### config.mk
export PLATFORM = sky130hd
export DESIGN_NAME = snake_head_stepper
export DESIGN_NICKNAME = d
export VERILOG_FILES = /design/src/rtl/snake_head_stepper.sv
export SDC_FILE = /design/constraint.sdc
export NUM_CORES = 1
export LEC_CHECK = 0
export CAP_MARGIN = 20
export CORE_ASPECT_RATIO = 0.6
export CORE_MARGIN = 3
export CORE_UTILIZATION = 57
export DETAILED_ROUTE_END_ITERATION = 10
export GPL_TIMING_DRIVEN = 0
export PLACE_DENSITY = 0.81
export SLEW_MARGIN = 20
export SYNTH_ARGS = -nofsm -noshare
export SYNTH_HDL_FRONTEND = slang
export SYNTH_SLANG_ARGS = --single-unit
### constraint.sdc
create_clock -name clk -period 3.44 [get_ports clk]
set_clock_uncertainty 0.2 [all_clocks]
set_input_delay 1.032 -clock clk [delete_from_list [all_inputs] [get_ports clk]]
set_output_delay 1.032 -clock clk [all_outputs]
set_load 0.03 [all_outputs]
### src/rtl/snake_head_stepper.sv
// Snake head stepper: paces head movement with a step divider, applies the
// no-reversal rule, advances the head on the grid and detects wall collision.
// Optional build macro SNAKE_WRAP_EN: moves off an edge wrap to the opposite
// edge instead of ending the game.
// Ports:
//   clk, rst      - clock, synchronous active-high reset
//   start         - level; begins a run from IDLE or DEAD
//   pause         - level; freezes the step divider while running
//   direction     - requested heading: 00 up, 01 down, 10 right, 11 left
//   head_x/head_y - registered head column/row (row 0 is top)
//   heading       - current movement direction, same encoding as direction
//   step          - one-cycle pulse aligned with a new head position
//   game_over     - sticky wall-collision flag
//   running       - high while a run is in progress
module snake_head_stepper #(
  parameter int unsigned GRID_W   = 32,
  parameter int unsigned GRID_H   = 24,
  parameter int unsigned STEP_DIV = 25000000,
  parameter int unsigned START_X  = 16,
  parameter int unsigned START_Y  = 12,
  localparam int unsigned XW      = $clog2(GRID_W),
  localparam int unsigned YW      = $clog2(GRID_H)
) (
  input  logic          clk,
  input  logic          rst,
  input  logic          start,
  input  logic          pause,
  input  logic [1:0]    direction,
  output logic [XW-1:0] head_x,
  output logic [YW-1:0] head_y,
  output logic [1:0]    heading,
  output logic          step,
  output logic          game_over,
  output logic          running
);

  localparam int unsigned DW = (STEP_DIV > 1) ? $clog2(STEP_DIV) : 1;

  localparam logic [1:0] DIR_UP    = 2'b00;
  localparam logic [1:0] DIR_DOWN  = 2'b01;
  localparam logic [1:0] DIR_RIGHT = 2'b10;

  typedef enum logic [1:0] {
    IDLE = 2'b00,
    RUN  = 2'b01,
    DEAD = 2'b10
  } state_t;

  state_t        state, state_nxt;
  logic [DW-1:0] div, div_nxt;
  logic [XW-1:0] x_nxt, move_x_c;
  logic [YW-1:0] y_nxt, move_y_c;
  logic [1:0]    heading_nxt, new_heading_c;
  logic          step_nxt, game_over_nxt;

  // Opposite direction keeps the current heading.
  always_comb begin
    new_heading_c = direction;
    if ((direction[1] == heading[1]) && (direction[0] != heading[0]))
      new_heading_c = heading;
  end

  // Candidate next position; edge moves produce the wrapped coordinate.
  always_comb begin
    move_x_c = head_x;
    move_y_c = head_y;
    case (new_heading_c)
      DIR_UP:    move_y_c = (head_y == '0) ? YW'(GRID_H - 1) : head_y - YW'(1);
      DIR_DOWN:  move_y_c = (head_y == YW'(GRID_H - 1)) ? '0 : head_y + YW'(1);
      DIR_RIGHT: move_x_c = (head_x == XW'(GRID_W - 1)) ? '0 : head_x + XW'(1);
      default:   move_x_c = (head_x == '0) ? XW'(GRID_W - 1) : head_x - XW'(1);
    endcase
  end

`ifndef SNAKE_WRAP_EN
  logic hit_c;

  // Wall hit detected by explicit edge checks, so no arithmetic wrap matters.
  always_comb begin
    case (new_heading_c)
      DIR_UP:    hit_c = (head_y == '0);
      DIR_DOWN:  hit_c = (head_y == YW'(GRID_H - 1));
      DIR_RIGHT: hit_c = (head_x == XW'(GRID_W - 1));
      default:   hit_c = (head_x == '0);
    endcase
  end
`endif

  // State register and all registered outputs.
  always_ff @(posedge clk) begin
    if (rst) begin
      state     <= IDLE;
      div       <= '0;
      head_x    <= XW'(START_X);
      head_y    <= YW'(START_Y);
      heading   <= 2'b00;
      step      <= 1'b0;
      game_over <= 1'b0;
      running   <= 1'b0;
    end else begin
      state     <= state_nxt;
      div       <= div_nxt;
      head_x    <= x_nxt;
      head_y    <= y_nxt;
      heading   <= heading_nxt;
      step      <= step_nxt;
      game_over <= game_over_nxt;
      running   <= (state_nxt == RUN);
    end
  end

  // Next-state and next-output logic.
  always_comb begin
    state_nxt     = state;
    div_nxt       = div;
    x_nxt         = head_x;
    y_nxt         = head_y;
    heading_nxt   = heading;
    step_nxt      = 1'b0;
    game_over_nxt = game_over;
    case (state)
      RUN: begin
        if (!pause) begin
          if (div == DW'(STEP_DIV - 1)) begin
            div_nxt     = '0;
            heading_nxt = new_heading_c;
`ifdef SNAKE_WRAP_EN
            x_nxt    = move_x_c;
            y_nxt    = move_y_c;
            step_nxt = 1'b1;
`else
            if (hit_c) begin
              game_over_nxt = 1'b1;
              state_nxt     = DEAD;
            end else begin
              x_nxt    = move_x_c;
              y_nxt    = move_y_c;
              step_nxt = 1'b1;
            end
`endif
          end else begin
            div_nxt = div + DW'(1);
          end
        end
      end
      default: begin
        // IDLE and DEAD: divider parked, outputs held until start.
        div_nxt = '0;
        if (start) begin
          state_nxt     = RUN;
          x_nxt         = XW'(START_X);
          y_nxt         = YW'(START_Y);
          heading_nxt   = direction;
          game_over_nxt = 1'b0;
        end
      end
    endcase
  end

endmodule

== After elaboration in Yosys (flattened, before gate mapping) ==
Cells that the tools add are included.
Storage, ports and cells
  register bits: 42
  bits in latches: 0
  bits in writable memories: 0
  bits in read-only memories: 0
  bits of input ports: 6
  output and inout bits: 15
  logic and storage cells: 76
  memories kept: 0
Operators by class
  add/sub/neg operators: 5
  multiply operators: 0
  div/mod/pow operators: 0
  $lt $le $gt $ge: 0
  eq/ne operators: 15
  shift operators: 0
  mux-type cells: 34
  bitwise gates (word level): 2
  reduce and logical (&&, ||, !) cells: 12
Operators by type and width (count)
  $mux W5: 14
  $add A25 B1 Y25 const B: 1
  $eq A25 B25 Y1 const B: 1
  $mux W25: 1
  $mux W2: 10
  $pmux W5 S2: 2
  $add A5 B1 Y5 const B: 2
  $eq A5 B5 Y1 const B: 2
  $logic_not A5 Y1: 2
  $ne A2 B2 Y1 const B: 5
  $reduce_and A5 Y1: 2
  $sub A5 B1 Y5 const B: 2
  $eq A2 B1 Y1 const B: 3
  $mux W1: 6
  $reduce_and A4 Y1: 1
  $reduce_or A2 Y1: 2
  $reduce_or A4 Y1: 1
  $ne A3 B1 Y1 const B: 1
  $pmux W1 S3: 1
  $reduce_and A3 Y1: 1
  $eq A2 B2 Y1 const B: 1
  $logic_not A2 Y1: 1
  $not A1 Y1: 2
  $reduce_bool A2 Y1: 1
  3 further kinds: 3

== Longest topological paths before layout ==
  depth in word-level cells: 10
  mapped depth: 8
  depth with buffers taken out: 7

== Worst setup path after synthesis ==
Ideal clock, no wire load.
  path type: in2reg
  from: input port direction[0]
  to: register head_x[0]
  library setup time: 0.060 ns
  arrival time: 2.825 ns
  required time: 3.180 ns
  path slack: 0.355 ns
  cell stages on the path: 6
  path buffers: 1
  cells stage by stage: mux2i_1 > mux2_2 > or4_4 > buf_6 > or4_1 > nand2_1
On the way
  cells in the longest elaborated chain, start to end: 10
  elaborated cells on any way between the ends: 16
  those cells by class: eq/ne: 5; mux: 7; reduce/logical: 4
Ends and longest elaborated chain
  from (decl): RTL line 28  | input logic [1:0] direction,
  $ne A1 B1 Y1: RTL line 59  | if ((direction[1] == heading[1]) && (direction[0] != heading[0]))
  $logic_and A1 B1 Y1: RTL line 59
  $mux W2 (*): RTL line 59
  $eq A2 B1 Y1 or $logic_not A2 Y1 (tied branches): RTL line 67, 80
  $reduce_or A2 Y1 (no line)
  $pmux W5 S2: RTL line 67  | case (new_heading_c)
  $mux W5: RTL line 132  | if (hit_c) begin
  $mux W5: RTL line 124  | if (div == DW'(STEP_DIV - 1)) begin
  $mux W5: RTL line 123  | if (!pause) begin
  $mux W5: RTL line 121  | case (state)
  to (signal assigned): RTL line 94  | head_x <= XW'(START_X);
  to (signal assigned): RTL line 103  | head_x <= x_nxt;
  to (decl): RTL line 29  | output logic [XW-1:0] head_x,
Mark *: on every way between the ends. The rest lies on a longest branch, timed or not. The select of a mux whose other input is x is not followed.
A chain may end at the register's enable or synchronous reset.

== Worst setup path in the final report ==
Same ends and word-level chain as after synthesis.

==> key figures <==
Outcome
  – Outcome: finished clean

Power and ir drop
  – Leakage: just under 0.0009 uW
  – Combinational power share: 7.5%
  – Reg power frac: 55.1%
  – Switching pwr: 218 uW
  – Sw Ratio: 24.4%
  – P per Cell Area: roughly 320 nW/um^2
  – Maximum vdd drop: 0.000222 V
  – Internal: 677 uW
  – Total Power: ~900 uW
  – Clock group share of total power: ~37%

Yosys
  – Warning count from the yosys run: 0
  – Cells after synthesis: slightly below 300
  – Synth cell types: 49
  – Synthesized area: about 2400 sq um
  – Async set-reset flop share out of synthesis: 0%
  – Mapped Nets: between 300 and 400
  – Share of the yosys chip area belonging to registers: approximately a third
  – Synth Flop Type: dfxtp_1
  – Post-synthesis register bit count: 42
  – Post-synth EDFFs: 0
  – Mean Syn Cell Area: ~8.2 sq um

CTS
  – CTS tree: done
  – CTS clk-pin slew, worst paths: about 0.09 ns
  – Worst-Skew Late Latency: ~0.30 ns
  – Root buffer cell: clkbuf_8
  – Num CTS Buffers: 5
  – CTS sink count: 42
  – Max Buffers Root-to-Sink: 2
  – H-tree depth: 2

Detailed routing
  – Antenna viol nets, final: 0
  – DR pass1 iterations: 4
  – Wire per inst: 14.0 um
  – Initial drt markers: between 200 and 250
  – Residual DRC count: 0
  – Avg Vias per Cell: 5.69
  – Routed WL: 5270 um
  – Vias: about 2100

GRT
  – First-pass GRT wire length: roughly 8600 um
  – Vias in the first global route: between 1500 and 2000
  – Total track usage: between 20% and 30%
  – Initial antenna violation count: 0
  – Grt ovf: 0
  – Largest net degree at the start of global routing: 14

STA
  – Slack of the critical path: between 0.08 and 0.09 ns
  – Maximum clock frequency: just under 0.3 GHz
  – Least-Margin Pin Slew: around 0.75 ns
  – Pins Over Slew Limit: 0
  – Final Critical Period: 3.35 ns
  – Setup violators final: 0
  – Final period utilization: a little over nine tenths
  – Slew Limit Headroom: about half
  – Final hold vios: 0

Worst setup path
  – Setup crit end kind: register
  – Crit-path max FO: 9
  – Crit path kind: in -> reg
  – Critical Path Start: direction[0]
  – Slowest cell on the critical path: or4_4
  – Path length in cells of the critical path: 7
  – CP peak stage delay: 0.51 ns
  – R2R depth: 6
  – CP Launch Type: input port
  – Reg2Reg Capture Point: div[21]
  – Reg2reg setup slack: about 0.5 ns
  – Required @ worst endpoint: ~3.5 ns
  – R2r startpoint: div[6]
  – Worst-path cell chain: clkdlybuf4s50_1 > mux2i_2 > mux2_2 > or4_4 > buf_6 > or4_1 > nand2_1
  – CP Capture Point: head_x[0]
  – Crit path max-delay family: simple AND/OR/NAND/NOR gates
  – CP arrival: 3.41 ns
  – CP bufs+invs: 2

Die
  – Die span in y: ~56 um
  – Initial Util: 62.0%
  – Die width: about 90 um
  – Top Ports: 21
  – DIE AREA: between 5000 and 6000 sq um
  – Site row count: 17
  – Core footprint: approximately 3800 sq um

Layout
  – Fill cell instance count of the final layout: approximately 330
  – # diodes: 0
  – Share of layout cells above drive strength 1: roughly 8.2%
  – Area grow syn2layout: 15.8%
  – Nets@finish: between 300 and 400

Placed design
  – Pre-CTS WS: -0.504 ns
  – Placer Congestion: about 0.8
  – I/O Buffers: 20
  – Detailed Place HPWL: 3900 um

Worst hold path
  – Start point of the worst hold path: game_over
  – Hold Path Depth: 1
  – HP Class: reg -> reg

Run
  – Max-cap check violation count: 0
-- worst register-to-register path: stages (launching register included) --
cell and delay (ns):
dfxtp_1 0.35, or4_1 0.57, or4b_2 0.66, or4_1 0.47
nand2_1 0.24, buf_2 0.27, nor2_1 0.07
-- sequential cells by signal, summed over array words and instances, names as in the netlist --
signal,flops
head_x,5
head_y,5
step,1
heading,2
state,2
game_over,1
div,25
running,1
-- cell usage in the layout (no fill, tap or decap), drive strengths merged, types with 3 or more instances in the layout --
master,n
mux2i,8
nor3b,3
inv,10
nand4,6
nor2b,3
or4,6
nor2,43
or4b,4
and4,3
ha,8
dfxtp,42
clkdlybuf4s50,20
nand2,22
a21oi,9
mux2,3
and2,3
clkbuf,15
nor3,12
xor2,7
nand3,17
nor4,8
o21ai,6
buf,3
xnor2,22
-- worst min path at each step --
stage | end | slack (ns)
after detailed placement | game_over | 0.28
after global placement | game_over | 0.28
after floorplan | div[24] | 0.28
after global routing | game_over | 0.35
after CTS | game_over | 0.31
final | game_over | 0.31
-- per-stage QoR --
step | hold slack [ns] | utilization, % | cell area, sq um | std cells | TNS [ns]
floorplan | 0.277 | - | 2390 | 291 | 0
global placement | 0.284 | 69.1 | 2660 | 368 | -5.41
detailed placement | 0.278 | 69.1 | 2660 | 368 | -5.76
CTS | 0.307 | 71.6 | 2760 | 375 | 0
global route | 0.348 | 71.8 | 2770 | 375 | -0.00234
finish | 0.310 | 71.8 | 2770 | 375 | 0
-- Yosys cell counts, types with 6 or more instances --
cell type	n	area share [%]
inv_1	10	1.6
xor2_1	7	2.6
nor2_1	43	6.8
nand2_1	22	3.5
nor3_1	12	2.5
a21oi_1	9	1.9
nand4_1	6	1.6
nand3_1	17	3.6
o21ai_0	6	1.3
dfxtp_1	42	35
clkbuf_1	10	1.6
ha_1	8	4.2
mux2i_1	8	3.4
nor4_1	8	2.1
xnor2_1	22	8.1
-- power by group through the flow --
stage                     logic (uW)  registers (uW)  clock network (uW)
after floorplan                 35.7             509                   0
after global placement          64.4             504                   0
after detailed placement        64.6             504                   0
after CTS                       65.2             493                 343
after global routing            72.3             494                 367
final                           67.2             493                 335
-- metal layers --
metal  up-vias  track usage, %  part of all wire (%)
met4         0            8.70                   1.4
li1       1076               -                     -
met2        69            26.4                    37
met3         7            5.33                   7.5
met1       980            36.3                    54
met5         -               0                     0
-- cell families (layout without fill, tap and decap cells) --
kind of cell | after synthesis | in the layout | share of synthesized area [%]
buffers and inverters | 23 | 50 | 4.03
DFF | 42 | 42 | 35.2
muxes | 11 | 11 | 4.77
xor gates and xnor gates | 29 | 29 | 10.6
AOI/OAI and AO/OA | 33 | 33 | 8.96
adders and majority gates | 8 | 8 | 4.19
and+or+nand+nor | 145 | 145 | 32.2
-- layout make-up --
cell class | count | area (sq um) | share of cell area (%)
Buffer | 12 | 55.1 | 1.99
Sequential cell | 42 | 841 | 30.4
Multi-Input combinational cell | 226 | 1470 | 53.0
Clock inverter | 2 | 12.5 | 0.452
Clock buffer | 6 | 82.6 | 2.99
Inverter | 10 | 37.5 | 1.36
Tap cell | 57 | 71.3 | 2.58
Timing Repair Buffer | 20 | 200 | 7.24
-- repair_timing --
action                                  4_1_cts  5_1_grt
buffers inserted                              0        0
endpoints found under the setup margin        6        2
resized for setup                             1        3
pin swaps                                     1        0
gates cloned                                  0        0
hold buffers                                  0        0
Note: power is estimated with default switching activity, not from simulation.
